## src/rtl/lis_stream_ctrl_if.sv

```systemverilog
// Handshake bundle for lis_stream_ctrl: job control, byte streams, sorter port and status.
// The slave modport is the controller's view; master is the surrounding environment.
interface lis_stream_ctrl_if;
   logic        start;
   logic        bist_en;
   logic        in_valid;
   logic [7:0]  in_data;
   logic        in_last;
   logic        in_ready;
   logic        out_valid;
   logic [7:0]  out_data;
   logic        out_ready;
   logic        srt_clear;
   logic        srt_in_valid;
   logic [31:0] srt_in_data;
   logic        srt_in_ready;
   logic        srt_out_valid;
   logic [31:0] srt_out_data;
   logic        srt_out_ready;
   logic        busy;
   logic        done;
   logic [8:0]  word_cnt;

   modport slave (
      input  start, bist_en, in_valid, in_data, in_last, out_ready,
             srt_in_ready, srt_out_valid, srt_out_data,
      output in_ready, out_valid, out_data, srt_clear, srt_in_valid, srt_in_data,
             srt_out_ready, busy, done, word_cnt
   );

   modport master (
      output start, bist_en, in_valid, in_data, in_last, out_ready,
             srt_in_ready, srt_out_valid, srt_out_data,
      input  in_ready, out_valid, out_data, srt_clear, srt_in_valid, srt_in_data,
             srt_out_ready, busy, done, word_cnt
   );
endinterface

```

## src/rtl/lis_stream_ctrl.sv

```systemverilog
// Stream controller for an external word sorter: packs bytes (or BIST LFSR words) into
// 32-bit words, loads the sorter, then drains sorted words back out as MSB-first bytes.
module lis_stream_ctrl #(
   parameter int unsigned LIS_SIZE  = 8,
   parameter logic [31:0] BIST_SEED = 32'hACE12345
) (
   input logic              clock,
   input logic              reset,
   lis_stream_ctrl_if.slave bus
);

   typedef enum logic [1:0] {IDLE, LOAD, DRAIN, DONE} state_t;

   localparam logic [8:0]  SIZE = 9'(LIS_SIZE);
   localparam logic [31:0] POLY = 32'h80200003;

   state_t      state;
   logic        bist_mode;
   logic        last_seen;
   logic        stage_last;
   logic [31:0] lfsr;
   logic [31:0] asm_word;
   logic [31:0] stage;
   logic [31:0] shreg;
   logic [1:0]  byte_idx;
   logic [2:0]  sh_cnt;
   logic [8:0]  word_cnt;
   logic [8:0]  formed;
   logic [8:0]  popped;
   logic        out_valid;
   logic [7:0]  out_data;
   logic        srt_in_valid;
   logic        srt_clear;
   logic        busy;
   logic        done;

   logic        in_ready_c;
   logic        srt_out_ready_c;
   logic        push;
   logic        pop;
   logic        take_byte;
   logic        out_free;
   logic [31:0] asm_next;

   function automatic logic [31:0] lfsr_step(input logic [31:0] s);
      return {1'b0, s[31:1]} ^ (s[0] ? POLY : 32'h0);
   endfunction

   // Ready signals look at the partner's ready so a word can leave the staging
   // register in the same cycle the next one completes: one byte per cycle.
   always_comb begin
      in_ready_c      = (state == LOAD) && !bist_mode && !last_seen && (formed < SIZE) &&
                        (!srt_in_valid || bus.srt_in_ready);
      push            = srt_in_valid && bus.srt_in_ready;
      take_byte       = bus.in_valid && in_ready_c;
      asm_next        = asm_word | ({24'd0, bus.in_data} << (5'd24 - {byte_idx, 3'b000}));
      srt_out_ready_c = (state == DRAIN) && (sh_cnt == 3'd0) && (popped < word_cnt);
      pop             = srt_out_ready_c && bus.srt_out_valid;
      out_free        = !out_valid || bus.out_ready;
   end

   always_ff @(posedge clock or posedge reset) begin
      if (reset) begin
         state        <= IDLE;
         bist_mode    <= 1'b0;
         last_seen    <= 1'b0;
         stage_last   <= 1'b0;
         lfsr         <= BIST_SEED;
         asm_word     <= '0;
         stage        <= '0;
         shreg        <= '0;
         byte_idx     <= '0;
         sh_cnt       <= '0;
         word_cnt     <= '0;
         formed       <= '0;
         popped       <= '0;
         out_valid    <= 1'b0;
         out_data     <= '0;
         srt_in_valid <= 1'b0;
         srt_clear    <= 1'b0;
         busy         <= 1'b0;
         done         <= 1'b0;
      end else begin
         srt_clear <= 1'b0;
         done      <= 1'b0;
         case (state)
            IDLE: begin
               if (bus.start) begin
                  state        <= LOAD;
                  busy         <= 1'b1;
                  srt_clear    <= 1'b1;
                  bist_mode    <= bus.bist_en;
                  word_cnt     <= '0;
                  formed       <= '0;
                  popped       <= '0;
                  last_seen    <= 1'b0;
                  stage_last   <= 1'b0;
                  byte_idx     <= '0;
                  asm_word     <= '0;
                  lfsr         <= BIST_SEED;
                  srt_in_valid <= 1'b0;
                  sh_cnt       <= '0;
               end
            end

            LOAD: begin
               if (push) begin
                  word_cnt     <= word_cnt + 9'd1;
                  srt_in_valid <= 1'b0;
                  if (stage_last || (word_cnt == SIZE - 9'd1))
                     state <= DRAIN;
               end
               if (bist_mode) begin
                  if ((!srt_in_valid || push) && (formed < SIZE)) begin
                     stage        <= lfsr;
                     stage_last   <= 1'b0;
                     srt_in_valid <= 1'b1;
                     lfsr         <= lfsr_step(lfsr);
                     formed       <= formed + 9'd1;
                  end
               end else if (take_byte) begin
                  if ((byte_idx == 2'd3) || bus.in_last) begin
                     stage        <= asm_next;
                     stage_last   <= bus.in_last;
                     srt_in_valid <= 1'b1;
                     formed       <= formed + 9'd1;
                     asm_word     <= '0;
                     byte_idx     <= '0;
                     last_seen    <= bus.in_last;
                  end else begin
                     asm_word <= asm_next;
                     byte_idx <= byte_idx + 2'd1;
                  end
               end
            end

            DRAIN: begin
               if (pop)
                  popped <= popped + 9'd1;
               // A freshly popped word bypasses the shift register when the output
               // stage is free, so its first byte appears without a bubble.
               if (out_free) begin
                  if (sh_cnt != 3'd0) begin
                     out_data  <= shreg[31:24];
                     out_valid <= 1'b1;
                     shreg     <= {shreg[23:0], 8'h00};
                     sh_cnt    <= sh_cnt - 3'd1;
                  end else if (pop) begin
                     out_data  <= bus.srt_out_data[31:24];
                     out_valid <= 1'b1;
                     shreg     <= {bus.srt_out_data[23:0], 8'h00};
                     sh_cnt    <= 3'd3;
                  end else begin
                     out_valid <= 1'b0;
                     if (popped == word_cnt) begin
                        state <= DONE;
                        done  <= 1'b1;
                     end
                  end
               end else if (pop) begin
                  shreg  <= bus.srt_out_data;
                  sh_cnt <= 3'd4;
               end
            end

            DONE: begin
               state <= IDLE;
               busy  <= 1'b0;
            end

            default: state <= IDLE;
         endcase
      end
   end

   assign bus.in_ready      = in_ready_c;
   assign bus.out_valid     = out_valid;
   assign bus.out_data      = out_data;
   assign bus.srt_clear     = srt_clear;
   assign bus.srt_in_valid  = srt_in_valid;
   assign bus.srt_in_data   = stage;
   assign bus.srt_out_ready = srt_out_ready_c;
   assign bus.busy          = busy;
   assign bus.done          = done;
   assign bus.word_cnt      = word_cnt;

endmodule

```

## src/flat_wrapper.sv

```systemverilog
// flat-port wrapper written by rule: the top's interface ports become plain ports
module lis_stream_ctrl_flat 
#(
   parameter int unsigned LIS_SIZE  = 8,
   parameter logic [31:0] BIST_SEED = 32'hACE12345
)
  (clock, reset, bus_start, bus_bist_en, bus_in_valid, bus_in_data, bus_in_last, bus_out_ready, bus_srt_in_ready, bus_srt_out_valid, bus_srt_out_data, bus_in_ready, bus_out_valid, bus_out_data, bus_srt_clear, bus_srt_in_valid, bus_srt_in_data, bus_srt_out_ready, bus_busy, bus_done, bus_word_cnt);
  lis_stream_ctrl_if bus_i ();
  input logic clock;
  input logic reset;
  input wire logic [$bits(bus_i.start)-1:0] bus_start;
  input wire logic [$bits(bus_i.bist_en)-1:0] bus_bist_en;
  input wire logic [$bits(bus_i.in_valid)-1:0] bus_in_valid;
  input wire logic [$bits(bus_i.in_data)-1:0] bus_in_data;
  input wire logic [$bits(bus_i.in_last)-1:0] bus_in_last;
  input wire logic [$bits(bus_i.out_ready)-1:0] bus_out_ready;
  input wire logic [$bits(bus_i.srt_in_ready)-1:0] bus_srt_in_ready;
  input wire logic [$bits(bus_i.srt_out_valid)-1:0] bus_srt_out_valid;
  input wire logic [$bits(bus_i.srt_out_data)-1:0] bus_srt_out_data;
  output wire logic [$bits(bus_i.in_ready)-1:0] bus_in_ready;
  output wire logic [$bits(bus_i.out_valid)-1:0] bus_out_valid;
  output wire logic [$bits(bus_i.out_data)-1:0] bus_out_data;
  output wire logic [$bits(bus_i.srt_clear)-1:0] bus_srt_clear;
  output wire logic [$bits(bus_i.srt_in_valid)-1:0] bus_srt_in_valid;
  output wire logic [$bits(bus_i.srt_in_data)-1:0] bus_srt_in_data;
  output wire logic [$bits(bus_i.srt_out_ready)-1:0] bus_srt_out_ready;
  output wire logic [$bits(bus_i.busy)-1:0] bus_busy;
  output wire logic [$bits(bus_i.done)-1:0] bus_done;
  output wire logic [$bits(bus_i.word_cnt)-1:0] bus_word_cnt;
  assign bus_i.start = bus_start;
  assign bus_i.bist_en = bus_bist_en;
  assign bus_i.in_valid = bus_in_valid;
  assign bus_i.in_data = bus_in_data;
  assign bus_i.in_last = bus_in_last;
  assign bus_i.out_ready = bus_out_ready;
  assign bus_i.srt_in_ready = bus_srt_in_ready;
  assign bus_i.srt_out_valid = bus_srt_out_valid;
  assign bus_i.srt_out_data = bus_srt_out_data;
  assign bus_in_ready = bus_i.in_ready;
  assign bus_out_valid = bus_i.out_valid;
  assign bus_out_data = bus_i.out_data;
  assign bus_srt_clear = bus_i.srt_clear;
  assign bus_srt_in_valid = bus_i.srt_in_valid;
  assign bus_srt_in_data = bus_i.srt_in_data;
  assign bus_srt_out_ready = bus_i.srt_out_ready;
  assign bus_busy = bus_i.busy;
  assign bus_done = bus_i.done;
  assign bus_word_cnt = bus_i.word_cnt;
  lis_stream_ctrl #(.LIS_SIZE(LIS_SIZE), .BIST_SEED(BIST_SEED)) u_core (.clock(clock), .reset(reset), .bus(bus_i));
endmodule
```

## config.mk

```make
export PLATFORM = sky130hd
export DESIGN_NAME = lis_stream_ctrl_flat
export DESIGN_NICKNAME = d
export VERILOG_FILES = /design/src/rtl/lis_stream_ctrl_if.sv /design/src/rtl/lis_stream_ctrl.sv /design/src/flat_wrapper.sv
export SDC_FILE = /design/constraint.sdc
export NUM_CORES = 1
export LEC_CHECK = 0
export ABC_CLOCK_PERIOD_IN_PS = 18700
export CAP_MARGIN = 20
export CORE_MARGIN = 4
export CORE_UTILIZATION = 30
export CTS_BUF_LIST = sky130_fd_sc_hd__clkbuf_4 sky130_fd_sc_hd__clkbuf_8
export DETAILED_ROUTE_END_ITERATION = 8
export GPL_TIMING_DRIVEN = 0
export PLACE_DENSITY = 0.51
export RECOVER_POWER = 100
export SETUP_SLACK_MARGIN = 0.4
export SLEW_MARGIN = 30
export SYNTH_ARGS = -nofsm -noshare
export SYNTH_HDL_FRONTEND = slang
export SYNTH_SLANG_ARGS = --single-unit
export TNS_END_PERCENT = 50
```

## constraint.sdc

```tcl
create_clock -name clock -period 18.7 [get_ports clock]
set_input_delay 3.74 -clock clock [delete_from_list [all_inputs] [get_ports clock]]
set_output_delay 3.74 -clock clock [all_outputs]
set_load 0.01 [all_outputs]
```

* Word-level counts from Yosys, hierarchy flattened
Cells that the tools add are included.
Storage, ports and cells: register bits after elaboration 178, bits of input ports 49, output and inout bits 56, logic and storage cells 173
Operators by class: add/subtract/negate cells 6, reductions and logical operators 44, bitwise logic cells 2, magnitude comparators 2, shifts and indexed selects 1, eq/ne operators 25, muxes and demuxes 74
Operators by type and width (count):
- $mux W32 | 16
- $pmux W32 S2 | 2
- $mux W9 | 7
- $pmux W9 S2 | 3
- $or A32 B32 Y32 | 1
- $shl A8 B5 Y32 | 1
- $xor A31 B32 Y32 | 1
- $add A9 B1 Y9 const B | 3
- $mux W2 | 11
- $mux W1 | 21
- $ne A2 B2 Y1 const B | 9
- $mux W8 | 2
- $reduce_and A4 Y1 | 4
- $mux W3 | 5
- $reduce_bool A2 Y1 | 7
- $reduce_and A3 Y1 | 4
- $logic_and A1 B1 Y1 | 10
- $ne A2 B1 Y1 const B | 5
- $reduce_and A5 Y1 | 2
- $eq A9 B3 Y1 const B | 1
- $eq A9 B9 Y1 | 1
- $lt A9 B4 Y1 const B | 1
- $lt A9 B9 Y1 | 1
- $pmux W1 S2 | 4
- other kinds (18) | 32

* Logic depth before layout (Yosys ltp)
depth in word-level cells 9, gate-level depth with buffers 10, mapped depth without buffers 7

* Least setup slack after synthesis
Ideal clock, no wire load.
kind input to output, start input bus_srt_in_ready, end output bus_in_ready, data required time 14.960 ns, arrival 4.326 ns, path slack 10.634 ns, stages 3, path through nand2b_1 nand3_1 nor4_1
Between the ends: cells in the longest elaborated chain, start to end 2
Ends and longest elaborated chain:
- start, declared | line flat_wrapper.sv:17 | input wire logic [$bits(bus_i.srt_in_ready)-1:0] bus_srt_in_ready;
- $logic_or A1 B1 Y1 | line lis_stream_ctrl.sv:53 | (!srt_in_valid || bus.srt_in_ready);
- $logic_and A1 B1 Y1 | line lis_stream_ctrl.sv:52 | in_ready_c = (state == LOAD) && !bist_mode && !last_seen && (formed < SIZE) &&
- end, declared | line flat_wrapper.sv:20 | output wire logic [$bits(bus_i.in_ready)-1:0] bus_in_ready;
No other way between the ends.

* Worst setup path after layout
Ends and elaborated chain as after synthesis.

==> impl_summary.txt <==
----------------------------------------------------
[Routing]
  1st-pass router iterations ... 5
  Initial DRC Count ... 459
  Vias after detailed routing ... 7189
  Total wirelength of the detailed-routed design ... 25.4 mm
  Mean number of vias per cell ... 4.91
  Wire per inst ... 17.4 um
  DRC violation count after routing ... 0
  Post-route ant nets ... 0

[Worst setup path]
  Reg-to-reg setup timing slack ... 15590 ps
  Delay of the slowest cell on the worst path ... 670 ps
  Reg2reg end ... u_core.popped[4]
  CP Data Arrival Time ... 5590 ps
  R2R cell count ... 8
  Worst EP required ... 14960 ps
  Worst Path Max Fanout ... 5
  Critical-path cell with the highest stage delay ... dlygate4sd3_1
  Ordered list of cells on the worst path ... clkdlybuf4s50_1 > nand2b_1 > nand3_1 > nor4_1 > dlygate4sd3_1
  Start of the worst register-to-register path ... u_core.bus.word_cnt[6]
  Critical path class ... primary input to primary output
  Critical Path Start Type ... primary input
  Setup crit end kind ... primary output

[Floorplanning]
  Initial Utilization ... 30.4%
  Ports placed on the boundary ... 105
  Die Height ... 179 um
  Die ar. ... 0.0320 mm2
  Die W ... 179 um
  Number of rows created at floorplan ... 62
  Placeable core area ... 0.0288 mm2

[GRT]
  Total GRT Usage ... 16.1%
  Antenna violations before repair ... 0
  Final global-route overflow total ... 0
  Met1 layer usage reported by global route ... 23.0%
  First-pass GRT wire length ... 40.5 mm
  Vias in the first global route ... 7185
  Maximum number of pins on one net before global-route repair ... 77
  Routing usage on met2 ... 25.6%
  Routing usage on met3 ... 2.64%
  Gr busiest metal ... met2

[Hold path]
  Startpoint of the lowest-slack hold path ... u_core.lfsr[16]
  Hold Path End ... u_core.lfsr[16]
  Hold crit path type ... flip-flop to flip-flop
  Worst hold path stage count ... 2

[STA]
  Achievable frequency ... 0.107 GHz
  Setup repair after global routing missed its margin ... no
  Transition time of the tightest slew-check pin ... 4060 ps
  Crit share post-route ... 49.9%
  Setup-violating endpoint count in the final report ... 0
  Clock tree skew after final layout ... 24.3 ps
  Setup Total Neg Slack ... 0 ps
  Worst-case headroom to the max-slew limit ... -171%
  Max Slew Vio Count ... 183
  Hold violation total from the final report ... 0
  Final critical path time including I/O delays and setup ... 9330 ps

[Place]
  Total half-perimeter wirelength after legalization and detailed placement ... 18.0 mm
  Placed instance count ... 1431
  Post-placement cell area ... 0.0103 mm2
  Number of port buffers ... 104
  Placer Congestion ... 0.781

[Clock tree]
  Post_cts resized ... 0
  Buffer cell driving the clock tree root ... clkbuf_8
  Inserted Clock Buffers ... 17
  Max Root-Sink Buffers ... 2
  TritonCTS clock tree ... yes
  H-tree levels ... 4
  Hold buffers post-CTS ... 0
  Sink count of the clock tree ... 178
  Register clock-pin slew on the reported worst setup and hold paths ... 100 ps
  Insertion delay of the later-clocked pin in the worst-skew pair ... 470 ps
  Post-CTS repair timing setup buffer count ... 0

[Finish]
  Diode insertion count for antenna repair ... 0
  Commonest cells after routing, fill and taps aside ... nand2_1, dfrtp_1, o21ai_0
  Filler cell count ... 3024
  Most common cell after layout, fill and taps aside ... nand2_1
  Share of cells above drive strength 1 ... 6.02%
  Summed area of non-filler cells in the final layout ... 0.0105 mm2
  Final Net Count ... 1134
  Number of standard cells in the layout, taps in and fillers out ... 1463
  Fraction of the core area covered by cells at the end of the flow ... 36.6%
  Layout-stage area growth over the synthesis result ... 20.2%

[Run status]
  Outcome ... finished with violations
  Violated checks ... max-capacitance violations, max-slew violations

[Synthesis]
  Yosys warnings ... 0
  Mean post-synth cell area ... 9.31 um2
  Unique masters post-synth ... 62
  Flop and latch count out of synthesis ... 178
  Synth Instances ... 941
  Most used flip-flop cell after synthesis ... dfrtp_1
  Syn_nets ... 1009
  Number of synthesized flops with an enable pin ... 0
  Sequential share of the synthesized area ... 51.0%
  Share of synthesized flip-flops with an asynchronous set or reset ... 100%
  Total standard cell area after synthesis ... 0.00876 mm2

[Power]
  Static leakage ... 4.55 nW
  Power density cells ... 155 mW/mm2
  Worst VDD drop ... 66.7 uV

[Job]
  Max_cap viols ... 3

----------------------------------------------------
## cell type report
type	instances	area (um2)	area share (%)
Buffer	60	239	2.27
Clock buffer	19	249	2.36
Clock inverter	13	130	1.24
Inverter	31	118	1.12
Multi-Input combinational cell	672	3800	36.0
Sequential cell	178	4470	42.5
Tap cell	384	480	4.56
Timing Repair Buffer	106	1050	9.95
## stage by stage
step	hold slack [ps]	worst slack (ps)	power, mW
6_report	466	9370	1.64
5_1_grt	483	8940	1.77
4_1_cts	467	9280	1.72
3_5_place_dp	453	9280	1.45
3_3_place_gp	453	7200	1.44
2_1_floorplan	440	10150	1.14
## worst max-delay path by stage
stage                                       endpoint  depth (start not counted)  slack (ps)        startpoint
after floorplan                   u_core.asm_word[0]                          1       10150             reset
after global placement    u_core.bus.srt_in_data[20]                          2        7200             reset
after detailed placement                bus_in_ready                          5        9280  bus_srt_in_ready
after CTS                               bus_in_ready                          5        9280  bus_srt_in_ready
after global routing              u_core.asm_word[2]                          3        8940             reset
final                                   bus_in_ready                          5        9370  bus_srt_in_ready
## kinds of logic after synthesis
| group | after synthesis | synth area share (%) |
|---|---|---|
| buf+inv | 91 | 4.60 |
| fa+ha+maj | 19 | 2.71 |
| flops | 178 | 51.0 |
| mux | 34 | 5.07 |
| xor+xnor | 6 | 0.600 |
| compound gates | 290 | 19.7 |
| simple gates | 323 | 16.3 |
## Yosys cell counts (all sizes together), types with 2 or more instances
library cell	instances	area, um2
a32o	2	20.0
o21ai	122	626
o22ai	9	56.3
a21o	4	30.0
dfstp	14	368
nand3	15	75.1
a21oi	88	455
inv	31	116
a31oi	21	131
a211oi	3	27.5
ha	19	238
a221o	6	60.1
and2	2	12.5
o211ai	4	30.0
a2bb2oi	8	70.1
nor3	5	25.0
buf	14	114
xnor2	6	52.6
or3	5	31.3
nand4	6	43.8
mux2i	5	50.1
nor3b	4	30.0
o31ai	3	22.5
nand3b	4	30.0
mux2	29	394
nand2b	5	31.3
nor2b	11	71.3
nor2	78	293
and3	6	37.5
dfrtp	164	4100
nor4b	2	17.5
nand2	170	638
nor4	7	65.1
clkbuf	46	173
a22o	9	78.8
o2bb2ai	3	26.3
## power breakdown
part	switching [mW]	leakage (nW)	internal, mW
registers	0.0861	2.32	0.520
logic	0.481	2.05	0.284
clock network	0.155	0.183	0.111
## per-layer routing
| metal | routed length [um] | vias up |
|---|---|---|
| met5 | 0 | - |
| met4 | 337 | 0 |
| met3 | 1180 | 23 |
| met2 | 11900 | 167 |
| met1 | 12000 | 3468 |
| li1 | - | 3531 |
## critical path: cells and delay by family
kind	cells	cell delay [ps]
and+or+nand+nor	3	620
buffers and inverters	2	1220
## flip-flops by register name (all words and copies together) (netlist names), 2 cells and up
signal                  cells
u_core.shreg               32
u_core.popped               9
u_core.lfsr                32
u_core.asm_word            32
u_core.byte_idx             2
u_core.sh_cnt               3
u_core.bus.srt_in_data     32
u_core.formed               9
u_core.bus.word_cnt         9
u_core.bus.out_data         8
u_core.state                2
(Power assumes the default switching activity.)
